**src/rtl/colorizer_layered.sv**
```systemverilog
// Pixel compositor: merges sprite layers, a palette-mapped world map and an image ROM into RGB.
// Two-stage pipeline; the image ROM address leaves stage 1 and its data is consumed in stage 2.
module colorizer_layered #(
  parameter int unsigned NUM_LAYERS   = 4,
  parameter int unsigned COMP_W       = 4,
  localparam int unsigned COLOR_W     = 3 * COMP_W,
  parameter int unsigned ROW_DIV      = 3,
  parameter int unsigned COL_DIV      = 4,
  parameter int unsigned IMG_DIM_W    = 8,
  parameter logic [NUM_LAYERS-1:0] BLINK_MASK = '0,
  parameter int unsigned BLINK_FRAMES = 30,
  parameter logic [4*COLOR_W-1:0] PAL_RST = {12'h000, 12'h000, 12'h840, 12'hFFF},
  parameter logic [COLOR_W-1:0] BORDER_COLOR = '0
) (
  input  logic                           clk,
  input  logic                           reset,
  input  logic [11:0]                    pixel_column,
  input  logic [11:0]                    pixel_row,
  input  logic                           video_on,
  input  logic [1:0]                     mode,
  input  logic [NUM_LAYERS*COLOR_W-1:0]  layer_color,
  input  logic [NUM_LAYERS-1:0]          layer_flag,
  input  logic [1:0]                     world_pixel,
  input  logic                           pal_we,
  input  logic [1:0]                     pal_addr,
  input  logic [COLOR_W-1:0]             pal_wdata,
  output logic [2*IMG_DIM_W-1:0]         img_addr,
  input  logic [COLOR_W-1:0]             img_data,
  output logic [COMP_W-1:0]              VGA_R,
  output logic [COMP_W-1:0]              VGA_G,
  output logic [COMP_W-1:0]              VGA_B
);

  localparam int unsigned CNT_W = (BLINK_FRAMES > 1) ? $clog2(BLINK_FRAMES) : 1;
  localparam logic [1:0] ModeGame  = 2'b01;
  localparam logic [1:0] ModeImage = 2'b10;

  logic [11:0] row_quot, col_quot;
  logic        oor_d;
  logic        at_origin, frame_evt;

  logic                          oor_q;
  logic [NUM_LAYERS*COLOR_W-1:0] layer_color_q;
  logic [NUM_LAYERS-1:0]         layer_flag_q;
  logic [1:0]                    world_pixel_q;
  logic [1:0]                    mode_q;
  logic                          video_on_q;
  logic                          blink_s1_q;

  logic             blink_visible_q;
  logic [CNT_W-1:0] frame_cnt_q;
  logic             prev_origin_q;

  logic [COLOR_W-1:0]    palette_q [4];
  logic [NUM_LAYERS-1:0] eff_flag;
  logic [COLOR_W-1:0]    color_d, color_q;

  assign row_quot  = pixel_row / 12'(ROW_DIV);
  assign col_quot  = pixel_column / 12'(COL_DIV);
  assign oor_d     = ((row_quot >> IMG_DIM_W) != '0) || ((col_quot >> IMG_DIM_W) != '0);
  assign at_origin = (pixel_row == '0) && (pixel_column == '0);
  // Only the first cycle at (0,0) counts, so a held origin is a single frame start.
  assign frame_evt = at_origin && !prev_origin_q;

  always_ff @(posedge clk or posedge reset) begin
    if (reset) begin
      img_addr      <= '0;
      oor_q         <= 1'b0;
      layer_color_q <= '0;
      layer_flag_q  <= '0;
      world_pixel_q <= '0;
      mode_q        <= '0;
      video_on_q    <= 1'b0;
      blink_s1_q    <= 1'b1;
    end else begin
      img_addr      <= {row_quot[IMG_DIM_W-1:0], col_quot[IMG_DIM_W-1:0]};
      oor_q         <= oor_d;
      layer_color_q <= layer_color;
      layer_flag_q  <= layer_flag;
      world_pixel_q <= world_pixel;
      mode_q        <= mode;
      video_on_q    <= video_on;
      blink_s1_q    <= blink_visible_q;
    end
  end

  always_ff @(posedge clk or posedge reset) begin
    if (reset) begin
      blink_visible_q <= 1'b1;
      frame_cnt_q     <= '0;
      prev_origin_q   <= 1'b0;
    end else begin
      prev_origin_q <= at_origin;
      if (frame_evt) begin
        if (frame_cnt_q == CNT_W'(BLINK_FRAMES - 1)) begin
          frame_cnt_q     <= '0;
          blink_visible_q <= ~blink_visible_q;
        end else begin
          frame_cnt_q <= frame_cnt_q + 1'b1;
        end
      end
    end
  end

  always_ff @(posedge clk or posedge reset) begin
    if (reset) begin
      for (int i = 0; i < 4; i++) palette_q[i] <= PAL_RST[i*COLOR_W +: COLOR_W];
    end else if (pal_we) begin
      palette_q[pal_addr] <= pal_wdata;
    end
  end

  always_comb begin
    eff_flag = layer_flag_q & ~(BLINK_MASK & {NUM_LAYERS{~blink_s1_q}});
    color_d  = '0;
    if (video_on_q) begin
      case (mode_q)
        ModeImage: color_d = oor_q ? BORDER_COLOR : img_data;
        ModeGame: begin
          color_d = palette_q[world_pixel_q];
          // Walk from lowest priority up so the lowest set index wins.
          for (int i = int'(NUM_LAYERS) - 1; i >= 0; i--) begin
            if (eff_flag[i]) color_d = layer_color_q[i*COLOR_W +: COLOR_W];
          end
        end
        default: color_d = '0;
      endcase
    end
  end

  always_ff @(posedge clk or posedge reset) begin
    if (reset) color_q <= '0;
    else       color_q <= color_d;
  end

  assign VGA_R = color_q[3*COMP_W-1 -: COMP_W];
  assign VGA_G = color_q[2*COMP_W-1 -: COMP_W];
  assign VGA_B = color_q[COMP_W-1:0];

endmodule

```
**config.mk**
```make
export PLATFORM = sky130hd
export DESIGN_NAME = colorizer_layered
export DESIGN_NICKNAME = d
export VERILOG_FILES = /design/src/rtl/colorizer_layered.sv
export SDC_FILE = /design/constraint.sdc
export NUM_CORES = 1
export LEC_CHECK = 0
export BUFFER_PORTS_ARGS = -buffer_cell sky130_fd_sc_hd__buf_2
export CAP_MARGIN = 40
export CORE_MARGIN = 2
export CORE_UTILIZATION = 45
export CTS_BUF_LIST = sky130_fd_sc_hd__clkbuf_2 sky130_fd_sc_hd__clkbuf_4 sky130_fd_sc_hd__clkbuf_8
export DETAILED_ROUTE_END_ITERATION = 8
export HOLD_SLACK_MARGIN = 0.03
export PLACE_DENSITY = 0.71
export SLEW_MARGIN = 20
export SYNTH_ARGS = -nofsm -noshare
export SYNTH_HDL_FRONTEND = slang
export SYNTH_SLANG_ARGS = --single-unit
export TNS_END_PERCENT = 50
```
**constraint.sdc**
```tcl
create_clock -name clk -period 3.9 [get_ports clk]
set_input_delay 0.585 -clock clk [delete_from_list [all_inputs] [get_ports clk]]
set_output_delay 0.585 -clock clk [all_outputs]
set_load 0.005 [all_outputs]
```
## Word level (Yosys, flattened, before mapping)

Cells that the tools add are included.

| storage, ports and cells | value |
|---|---|
| flip-flop bits (word level) | 134 |
| input port bits | 110 |
| output and inout port bits | 28 |
| word-level logic and storage cells | 37 |

| cells by class | value |
|---|---|
| divide/modulo/power cells | 1 |
| magnitude comparators | 3 |
| equal/unequal tests | 2 |
| multiplexer cells | 13 |
| bitwise operators | 2 |
| reduce and logical (&&, ||, !) cells | 4 |

Operators by type and width:

| cell | count |
|---|---|
| 12-bit 2-to-1 mux | 9 |
| 48-bit bitwise mux | 1 |
| 12-bit binary-select mux with 2-bit select | 1 |
| 12-bit demux with 2-bit select | 1 |
| 12-bit case mux with 2 select lines | 1 |
| 12-bit nonzero test | 2 |
| 12-bit by 2-bit divider with 12-bit output, second input constant | 1 |
| 3-bit greater-or-equal comparator, second input constant | 2 |
| 2-bit NOT with 3-bit output | 2 |
| 3-bit by 1-bit less-than comparator with 1-bit output, second input constant | 1 |
| 2-bit by 1-bit equality test with 1-bit output, second input constant | 1 |
| 2-bit equality test, second input constant | 1 |
| 1-bit logical AND | 1 |
| 1-bit logical OR | 1 |

## Depth between registers and ports, before layout

Gate-level depths: netlist of run 1.

| depth | value |
|---|---|
| word-level depth | 10 |
| mapped depth | 16 |
| gate-level depth less buffers | 13 |

## Least setup slack after synthesis of run 1

Ideal clock, no wire load.

| path | value |
|---|---|
| kind | input port to flip-flop |
| from | in pixel_row[9] |
| to | reg img_addr[8] |
| arrival time | 3.018 ns |
| required time | 3.756 ns |
| setup slack | 0.738 ns |
| stages | 12 |
| buffers on the path | 1 |
| cells stage by stage | buf_6 or4b_1 mux2i_1 o22a_2 nor2_2 mux2_4 nor4_2 a211o_2 inv_1 ha_1 nor4_1 a32oi_1 |

| between the ends | value |
|---|---|
| cells in the longest elaborated chain, start to end | 1 |

RTL lines:

| what | line | source |
|---|---|---|
| start, declared | 18 | `input logic [11:0] pixel_row,` |
| 12-bit by 2-bit divider with 12-bit output | 58 | `assign row_quot = pixel_row / 12'(ROW_DIV);` |
| via row_quot[0] | 38 | `logic [11:0] row_quot, col_quot;` |
| end signal, assigned | 76 | `img_addr <= {row_quot[IMG_DIM_W-1:0], col_quot[IMG_DIM_W-1:0]};` |
| end, declared | 27 | `output logic [2*IMG_DIM_W-1:0] img_addr,` |

The timed path passes the listed nets, and every way through them passes these cells.
A chain may end at the register's enable or synchronous reset.

## Worst setup path in the final report of run 1

| path | value |
|---|---|
| from | in pixel_row[11] |
| to | reg img_addr[8] |

Same word-level chain as after synthesis.

==> impl_metrics.ini, run 1 <==
[synth]
syn-num-nets = 608
yosysWarnings = 0
synth-seq-cells = 134
syn_avg_cell_area_sq_um = 12.0
synth_top_area_share_pct = 50.4
synth-seq-area-share_pct = 56.5
async_reset_ff_share_pct = 100
netlist.top_cell.by_area = dfrtp_1
ys_types = 64
synth-edff-count = 0
ys.flop_type = dfrtp_1
syn_inst = 495
ys_top_cells_by_area = dfrtp_1 (50%), mux2_2 (9.3%), dfstp_2 (6.2%), mux4_2 (4.5%), a21oi_1 (3.2%)
synthesis.area_sq_mm = 0.00596

[clock_network]
cts_buffers = 17
post_cts_buffers = 0
cts_tree = built
cts_resized = 0
h-tree-depth = 4
root_buffer = clkbuf_8
clock_sinks = 134
holdBufCountCts = 0
insertion_delay_ns = 0.44
clkTransAtPathRegs_ns = 0.08
cts_buffer_depth = 2

[critical_path]
worstSetupStartpointType = input pin
cpPeakStageDelay_ns = 0.51
required_ns = 4.18
crit_chain = buf_2, or4b_1, mux2i_1, o22a_2, nor2_2, mux2_4, nor4_2, a211o_2, inv_1, ha_1, nor4_1, a32oi_1
cpLargestDelayFamily = simple AND/OR/NAND/NOR gates
crit_path_end_kind = register
crit_buf_inv = 2
critical_path_arrival_ns = 3.53
reg2reg_setup_slack_ns = 1.45
cp_max_fo = 19
critical_path_class = input pin to register
crit_slowest_cell = or4b_1

[power]
p_per_area_mw_per_mm2 = 458
leakagePower_nw = 3.27
vdd_ir_drop_max_uv = 212

[final_layout]
multi_input_area_sq_mm = 0.00240
final_cell_mix = buf_2 (135), dfrtp_1 (120), mux2_2 (49), nor2_1 (48), a21oi_1 (38)
layout-drive-gt1-share_pct = 41.8
syn2layout_area_growth_pct = 21.0
final_common_cell = buf_2
final_cells = 815
n_fill_cell = 1147
final_cell_area_sq_mm = 0.00721
seqCellArea_sq_mm = 0.00337
fin_nets = 738

[timing]
fin_crit_ns = 3.25
fin_ws_ns = 0.654
relSlewSlack_pct = 51.2
drv_slew = 0
hold_viol_final = 0
grt_setup_unrepaired = no
fin_setup_tns_ns = 0
setup_viol = 0
fmax_mhz = 308
finClkSkew_ns = 0.0108
tightest_slew_ns = 0.731
min_period_over_period_pct = 83.2

[die]
fp.dieH_um = 119
initial_core_util_pct = 45.6
rows = 42
die_area_sq_mm = 0.0142
core_sq_mm = 0.0131
pin_count = 138
die-width_um = 119

[global_routing]
use_met1_pct = 25.0
top_usage_layer = met2
met2_usage_pct = 33.3
grt_pass1_vias = 4416
antenna_found_initial = 1
use_met3_pct = 5.03
grt_pass1_wl_um = 22000
grt_max_degree = 65
grtUsageTotal_pct = 20.0
grt_overflow = 0

[placed_design]
port_buffers = 135
post-place-ws_ns = 0.228
dp_hpwl_um = 9470
gp_congestion = 0.836
postPlaceCellArea_sq_mm = 0.00675
post-place-cells = 779

[drt]
drtIter0Drc = 306
vias_per_cell = 5.32
drc = 0
ant_nets = 0
wl_um = 13400
wl_per_cell_um = 16.4
via_count = 4333
first_pass_iters = 5

[run_status]
status = finished, final reports clean

[worst_hold_path]
hp-class = input pin to async pin

[run]
maxCapViolations = 0
## layer usage
layer | vias up | routed length (um)
li1 | 2034 | -
met1 | 2134 | 5640
met2 | 150 | 6760
met3 | 15 | 770
met4 | 0 | 191
met5 | - | 0
## Yosys cell counts, types with 3 or more instances
cell and n:
mux2i_1 15, ha_1 3, dfstp_2 14, o21ai_0 19, buf_1 4, or3_1 3
buf_2 6, nor3b_1 3, clkbuf_1 16, nor3_1 5, a21oi_1 38, mux2_2 49
inv_1 10, o211ai_1 3, o22ai_1 3, nand2b_1 9, mux4_2 12, buf_6 3
a22oi_1 13, nor2_1 48, nand3b_1 3, nand3_1 4, nand2_1 32, dfrtp_1 120
nor2b_1 3, nor4_1 4, o21ai_1 3, or4_1 3
## kinds of logic after synthesis
family                   count (synthesis)  share of synthesized area, %
flip-flops                             134                          56.5
AND/OR/NAND/NOR                        132                          11.2
AO/OA/AOI/OAI                          103                          11.1
multiplexers                            77                          16.6
buffers and inverters                   41                          3.21
XOR/XNOR                                 4                         0.588
adder cells (fa/ha/maj)                  4                         0.798
## metrics by stage
stage | power [W] | utilization [%] | hold WS (ns)
floorplan | 0.00199 | - | 0.474
global placement | 0.00213 | 51.6 | 0.481
detailed placement | 0.00216 | 51.6 | 0.488
CTS | 0.00334 | 54.7 | 0.208
global route | 0.00347 | 55.1 | 0.101
finish | 0.00330 | 55.1 | 0.106
## power breakdown
group / switching (W) / internal, W / total (W)
sequential: 0.0000767 / 0.00155 / 0.00163
clock: 0.000526 / 0.000637 / 0.00116
combinational: 0.000240 / 0.000268 / 0.000508
## final cells by class
cell class | count | share of cell area (%)
flip-flops and latches | 134 | 46.7
multi-input cells | 320 | 33.3
repair buffers | 142 | 10.7
clock buffers | 22 | 4.02
well taps | 176 | 3.05
clock inverters | 10 | 1.67
inverters | 10 | 0.573
diodes | 1 | 0.0347
## sequential cells by signal, summed over array words and instances (netlist names)
name / count
video_on_q: 1
img_addr: 16
layer_color_q: 48
color_q: 12
oor_q: 1
palette_q: 48
eff_flag: 4
mode_q: 2
world_pixel_q: 2
## path summary, 6_finish.rpt
path / depth (start not counted) / start / to
max: 12 / pixel_row[11] / img_addr[8]
min: 2 / reset / layer_color_q[35]
max reg2reg: 10 / world_pixel_q[0] / color_q[0]
min reg2reg: 1 / palette_q[22] / palette_q[22]
max in group asynchronous: 4 / reset / palette_q[39]
min in group clk: 1 / layer_color[41] / layer_color_q[41]
Note: power is estimated with default switching activity, not from simulation.
==> run 2, diff against run 1 <==
--- a/config.mk
+++ b/config.mk
@@ -5,6 +5,7 @@
 export SDC_FILE = /design/constraint.sdc
 export NUM_CORES = 1
 export LEC_CHECK = 0
+export ABC_AREA = 1
 export BUFFER_PORTS_ARGS = -buffer_cell sky130_fd_sc_hd__buf_2
 export CAP_MARGIN = 40
 export CORE_MARGIN = 2
@@ -12,7 +13,7 @@
 export CTS_BUF_LIST = sky130_fd_sc_hd__clkbuf_2 sky130_fd_sc_hd__clkbuf_4 sky130_fd_sc_hd__clkbuf_8
 export DETAILED_ROUTE_END_ITERATION = 8
 export HOLD_SLACK_MARGIN = 0.03
-export PLACE_DENSITY = 0.71
+export PLACE_DENSITY = 0.72
 export SLEW_MARGIN = 20
 export SYNTH_ARGS = -nofsm -noshare
 export SYNTH_HDL_FRONTEND = slang
==> constraint.sdc (replaced) <==
create_clock -name clk -period 2.9 [get_ports clk]
set_input_delay 0.435 -clock clk [delete_from_list [all_inputs] [get_ports clk]]
set_output_delay 0.435 -clock clk [all_outputs]
set_load 0.005 [all_outputs]
==> run 2 against run 1 <==
- non-clock buffer count grew 12
- combinational power grew 28%
- cell area shrank 4.9%
- power grew 29%
- largest power group unchanged
- setup slack lost 0.56 ns
==> impl_metrics.ini, run 2 <==
[run_status]
status = finished, final reports clean

[critical_path]
critical_path_arrival_ns = 3.13
reg2reg_setup_slack_ns = 0.72
worstSetupStartpointType = input pin
rr_startpoint = world_pixel_q[1]
reg2reg_depth = 9
crit_path_end_kind = register
cp_max_fo = 5
worstReg2RegEnd = color_q[6]
required_ns = 3.22
critical_path_class = input pin to register

[synth]
synth_top_area_share_pct = 55.6
synthesis.area_sq_mm = 0.00541
synth-edff-count = 0
synth-seq-cells = 134
synth-seq-area-share_pct = 62.4
yosysMostFrequentCell = dfrtp_1
ys_top_cells_by_area = dfrtp_1 (56%), o21ai_0 (9.1%), nand2_1 (7.7%), dfstp_2 (6.8%), nor2_1 (4.6%)
syn-num-nets = 687
netlist.top_cell.by_area = dfrtp_1
synthTopCellsByCount = dfrtp_1 (120), nand2_1 (111), o21ai_0 (98)
async_reset_ff_share_pct = 100
yosysWarnings = 0
ys_types = 24
ys.flop_type = dfrtp_1
syn_inst = 574
syn_avg_cell_area_sq_um = 9.42

[final_layout]
fin_util_pct = 57.8
final_cell_area_sq_mm = 0.00686
layout-drive-gt1-share_pct = 33.9
syn2layout_area_growth_pct = 26.9
final_cells = 883
final_common_cell = buf_2
fin_nets = 836
final_cell_mix = buf_2 (132), dfrtp_1 (120), nand2_1 (102), o21ai_0 (98), nor2_1 (66)
top_regs = layer_color_q: 48 flops, palette_q: 48 flops, img_addr: 16 flops

[drt]
wl_per_cell_um = 15.1
first_pass_iters = 5
vias_per_cell = 5.11
ant_nets = 0
via_count = 4514
drtIter0Drc = 351
drc = 0
wl_um = 13300

[placed_design]
gp_congestion = 0.800
port_buffers = 135
postPlaceCellArea_sq_mm = 0.00629
post-place-cells = 844
dp_hpwl_um = 9180

[timing]
hold_viol_final = 0
relSlewSlack_pct = 47.7
min_period_over_period_pct = 96.7
finClkSkew_ns = 0.0111
fin_setup_tns_ns = 0
drv_slew = 0
tightest_slew_ns = 0.783
fin_crit_ns = 2.80
fmax_mhz = 357
setup_viol = 0

[die]
pin_count = 138
core_sq_mm = 0.0119
die-width_um = 114
die_area_sq_mm = 0.0129
rows = 40
initial_core_util_pct = 45.6
fp.dieH_um = 114

[worst_hold_path]
hold_path_end = layer_color_q[22]
worstHoldPathCells = 1
worstHoldStart = layer_color[22]
hp-class = input pin to register

[clock_network]
insertion_delay_ns = 0.45
clkTransAtPathRegs_ns = 0.07
cts_buffer_depth = 2
cts_buffers = 17
cts_tree = built
root_buffer = clkbuf_8
clock_sinks = 134
h-tree-depth = 4

[global_routing]
grt_pass1_vias = 4567
grt_max_degree = 48
grt_pass1_wl_um = 21100
grtUsageTotal_pct = 21.1
grt_overflow = 0
antenna_found_initial = 0

[power]
leakagePower_nw = 3.43
vdd_ir_drop_max_uv = 324
p_per_area_mw_per_mm2 = 622

[run]
maxCapViolations = 0
[run 2: worst max-delay path, cell delays in order]
cell,delay (ns)
buf_6,0.11
inv_1,0.09
nand3_2,0.10
nand2_1,0.09
nand2_2,0.08
nand2_2,0.09
nand4_1,0.09
nand2_2,0.10
inv_2,0.05
o21ai_2,0.14
nand2_2,0.12
o21ai_2,0.18
nand2_2,0.09
o21ai_2,0.16
nand2_2,0.12
a21oi_2,0.15
nor2_2,0.06
o21bai_2,0.18
nand2_1,0.09
inv_1,0.09
ha_4,0.20
a21oi_2,0.10
nand2_1,0.07
nand2_2,0.06
nand3_2,0.07
[run 2: timing repair]
action                                  in CTS  in global routing
endpoints found under the setup margin       0                  1
endpoints found under the hold margin       17                  0
hold buffers                                 1                  0
gates resized for setup                      0                 35
setup buffers                                0                  2
[run 2: worst max path at each step]
stage	start	end	slack, ns	cells after the start
3_3_place_gp	pixel_row[11]	img_addr[8]	-0.12	25
4_1_cts	pixel_row[11]	img_addr[8]	0.18	27
6_report	pixel_row[10]	img_addr[8]	0.1	25
3_5_place_dp	pixel_row[11]	img_addr[8]	-0.30	27
5_1_grt	pixel_row[11]	img_addr[8]	-0.03	26
2_1_floorplan	pixel_row[11]	img_addr[8]	0.11	24
[run 2: layer usage]
metal | vias to the layer above | GRT usage (%) | share of wire [%]
met5 | - | 0 | 0
met4 | 0 | 8.29 | 2.0
met3 | 18 | 7.65 | 6.5
met2 | 120 | 34.4 | 51
met1 | 2203 | 25.7 | 41
li1 | 2173 | - | -
[run 2: where the power goes]
part | leakage, nW | total (W) | switching [W] | internal (W)
Sequential | 1.59 | 0.00216 | 0.0000907 | 0.00207
Clock | 0.197 | 0.00146 | 0.000662 | 0.000794
Combinational | 1.64 | 0.000651 | 0.000373 | 0.000278
[run 2: layout make-up]
| cell class | instances | area, sq um |
|---|---|---|
| repair buffers | 154 | 876 |
| clock inverters | 5 | 52.6 |
| clock buffers | 26 | 320 |
| diodes | 1 | 2.50 |
| well taps | 147 | 184 |
| flip-flops and latches | 134 | 3370 |
| multi-input cells | 369 | 1870 |
| inverters | 47 | 185 |
| fillers | 1021 | 5000 |
[run 2: cells by family (layout without fill, tap and decap cells)]
group,after synthesis,count (layout),synth area share (%)
compound gates,154,154,16.1
fa+ha+maj,3,3,0.695
buf+inv,71,232,4.93
flops,134,134,62.4
other cells,0,1,0
simple gates,212,212,15.9
[run 2: stage by stage]
step | hold slack [ns] | total power (W) | setup WS [ns]
4_1_cts | 0.0604 | 0.00425 | 0.181
2_1_floorplan | 0.448 | 0.00254 | 0.105
3_3_place_gp | 0.462 | 0.00275 | -0.118
3_5_place_dp | 0.468 | 0.00279 | -0.296
5_1_grt | 0.0632 | 0.00448 | -0.0276
6_report | 0.0876 | 0.00427 | 0.0962
==> run 3, diff against run 2 <==
--- a/config.mk
+++ b/config.mk
@@ -13,7 +13,7 @@
 export CTS_BUF_LIST = sky130_fd_sc_hd__clkbuf_2 sky130_fd_sc_hd__clkbuf_4 sky130_fd_sc_hd__clkbuf_8
 export DETAILED_ROUTE_END_ITERATION = 8
 export HOLD_SLACK_MARGIN = 0.03
-export PLACE_DENSITY = 0.72
+export PLACE_DENSITY = 0.69
 export SLEW_MARGIN = 20
 export SYNTH_ARGS = -nofsm -noshare
 export SYNTH_HDL_FRONTEND = slang
==> constraint.sdc (replaced) <==
create_clock -name clk -period 2.7 [get_ports clk]
set_input_delay 0.405 -clock clk [delete_from_list [all_inputs] [get_ports clk]]
set_output_delay 0.405 -clock clk [all_outputs]
set_load 0.005 [all_outputs]
==> run 3 against run 2 <==
- the flow now finishes with violations (setup timing)
- cell area increased by 4.6%
- clock power grew 32%
- flip-flop and latch count unchanged
- setup slack worse by 0.096 ns
- power rose by 17%
- sequential power increased by 7%
- highest routed layer unchanged
==> impl_metrics.ini, run 3 (same netlist as run 2, synthesis figures left out) <==
[die]
rows = 40
core_sq_mm = 0.0119
pin_count = 138
die_area_sq_mm = 0.0129
die-width_um = 114
initial_core_util_pct = 45.6
fp.dieH_um = 114

[timing]
tightest_slew_ns = 0.840
finClkSkew_ns = 0.00912
hold_viol_final = 0
fin_ws_ns = -0.000246
setup_viol = 1
drv_slew = 0
grt_setup_unrepaired = yes
min_period_over_period_pct = 100
fin_setup_tns_ns = -0.000246
fmax_mhz = 370
fin_crit_ns = 2.70
relSlewSlack_pct = 43.8

[final_layout]
final_cells = 898
fin_util_pct = 60.5
final_common_cell = buf_2
syn2layout_area_growth_pct = 32.7
top_regs = layer_color_q: 48 flops, palette_q: 48 flops, img_addr: 16 flops
fin_nets = 850
layout-drive-gt1-share_pct = 34.4
final_cell_mix = buf_2 (132), dfrtp_1 (120), nand2_1 (99), o21ai_0 (98), nor2_1 (65)

[clock_network]
insertion_delay_ns = 0.45
cts_tree = built
root_buffer = clkbuf_8
clock_sinks = 134
h-tree-depth = 4
cts_buffers = 17
cts_buffer_depth = 2
clkTransAtPathRegs_ns = 0.07

[drt]
wl_um = 13700
ant_nets = 0
first_pass_iters = 5
drtIter0Drc = 361
wl_per_cell_um = 15.3
vias_per_cell = 5.17
via_count = 4644
drc = 0

[critical_path]
path_common_cell = nand2_2
cp_max_fo = 4
crit_path_end_kind = register
worstSetupStartpointType = input pin
critPathCapture = img_addr[8]
crit_slowest_cell = a21oi_2
cpPeakStageDelay_ns = 0.20
worstReg2RegEnd = color_q[6]
crit_buf_inv = 3
reg2reg_setup_slack_ns = 0.57
cp_num_cells = 24
startpoint = pixel_row[11]
rr_startpoint = world_pixel_q[0]
critical_path_arrival_ns = 3.03
required_ns = 3.03
crit_chain = buf_6, inv_8, o21ai_4, nand2_2, nand2_2, nand2_2, a21oi_2, nor2_2, o21bai_2, nand2_2, a21oi_2, nor2_2, o21bai_2, nand2_2, a21oi_2, nor2_4, o21bai_4, nand2_2, inv_2, ha_4, a21oi_2, nand2_1, nand2_1, nand3_1
cpLargestDelayFamily = compound AO/OA/AOI/OAI gates
critical_path_class = input pin to register
reg2reg_depth = 10

[global_routing]
antenna_found_initial = 0
grt_pass1_vias = 4639
grtUsageTotal_pct = 21.0
grt_overflow = 0
grt_pass1_wl_um = 20900
grt_max_degree = 71

[placed_design]
gp_congestion = 0.819
dp_hpwl_um = 8940
post-place-cells = 848
port_buffers = 135
post-place-ws_ns = -0.471

[run]
maxCapViolations = 0

[power]
p_per_area_mw_per_mm2 = 694
leakagePower_nw = 3.54
vdd_ir_drop_max_uv = 387

[run_status]
status = finished, violations left
violations = setup timing

[worst_hold_path]
hp-class = input pin to register
-- run 3: metal layers --
metal	up-vias	part of all wire (%)	GRT usage, %
li1	2210	-	-
met1	2234	39	24.5
met2	168	51	34.8
met3	32	6.5	7.70
met4	0	2.8	9.76
met5	-	0	0
-- run 3: cell type report --
cell class                 count  area [sq um]
fill                         975          4690
sequential                   134          3370
multi-input combinational    369          1920
timing repair buffer         168          1020
clock buffer                  25           332
inverter                      47           203
tap                          147           184
clock inverter                 7           140
antenna                        1          2.50
-- run 3: worst reg2reg max path: stages (launching register included) --
cell	delay, ns
dfrtp_1	0.39
inv_1	0.32
buf_4	0.27
o21ai_0	0.09
o22ai_1	0.17
o21ai_0	0.12
a21oi_1	0.16
a21oi_1	0.06
o21ai_0	0.24
a22oi_1	0.11
nor2_1	0.13
-- run 3: metrics by stage --
stage | cell area (sq um) | hold WS [ns] | total power (W)
6_report | 7170 | 0.0561 | 0.00498
5_1_grt | 7170 | 0.0306 | 0.00523
4_1_cts | 6870 | 0.0302 | 0.00492
3_5_place_dp | 6320 | 0.470 | 0.00299
3_3_place_gp | 6320 | 0.462 | 0.00296
2_1_floorplan | 5410 | 0.436 | 0.00272
-- run 3: worst min-delay path by stage --
stage / cells after the start / slack (ns) / endpoint / from
after floorplan: 0 / 0.44 / eff_flag[0] / layer_flag[0]
after global placement: 2 / 0.46 / palette_q[21] / palette_q[21]
after detailed placement: 2 / 0.47 / palette_q[27] / palette_q[27]
after CTS: 1 / 0.03 / layer_color_q[47] / layer_color[47]
after global routing: 1 / 0.03 / img_addr[6] / pixel_column[8]
final: 1 / 0.06 / layer_color_q[7] / layer_color[7]
-- run 3: power by group --
group | leakage (nW) | switching, W | total (W) | internal (W)
Combinational | 1.71 | 0.000421 | 0.000743 | 0.000321
Clock | 0.235 | 0.000746 | 0.00192 | 0.00117
Sequential | 1.59 | 0.0000944 | 0.00232 | 0.00222
Total | 3.54 | 0.00126 | 0.00498 | 0.00372
-- run 3: what timing repair did --
action / 4_1_cts / 5_1_grt
resized for setup: 0 / 57
endpoints found under the hold margin: 9 / 5
hold buffers: 7 / 5
setup buffers: 0 / 3
endpoints found under the setup margin: 0 / 2
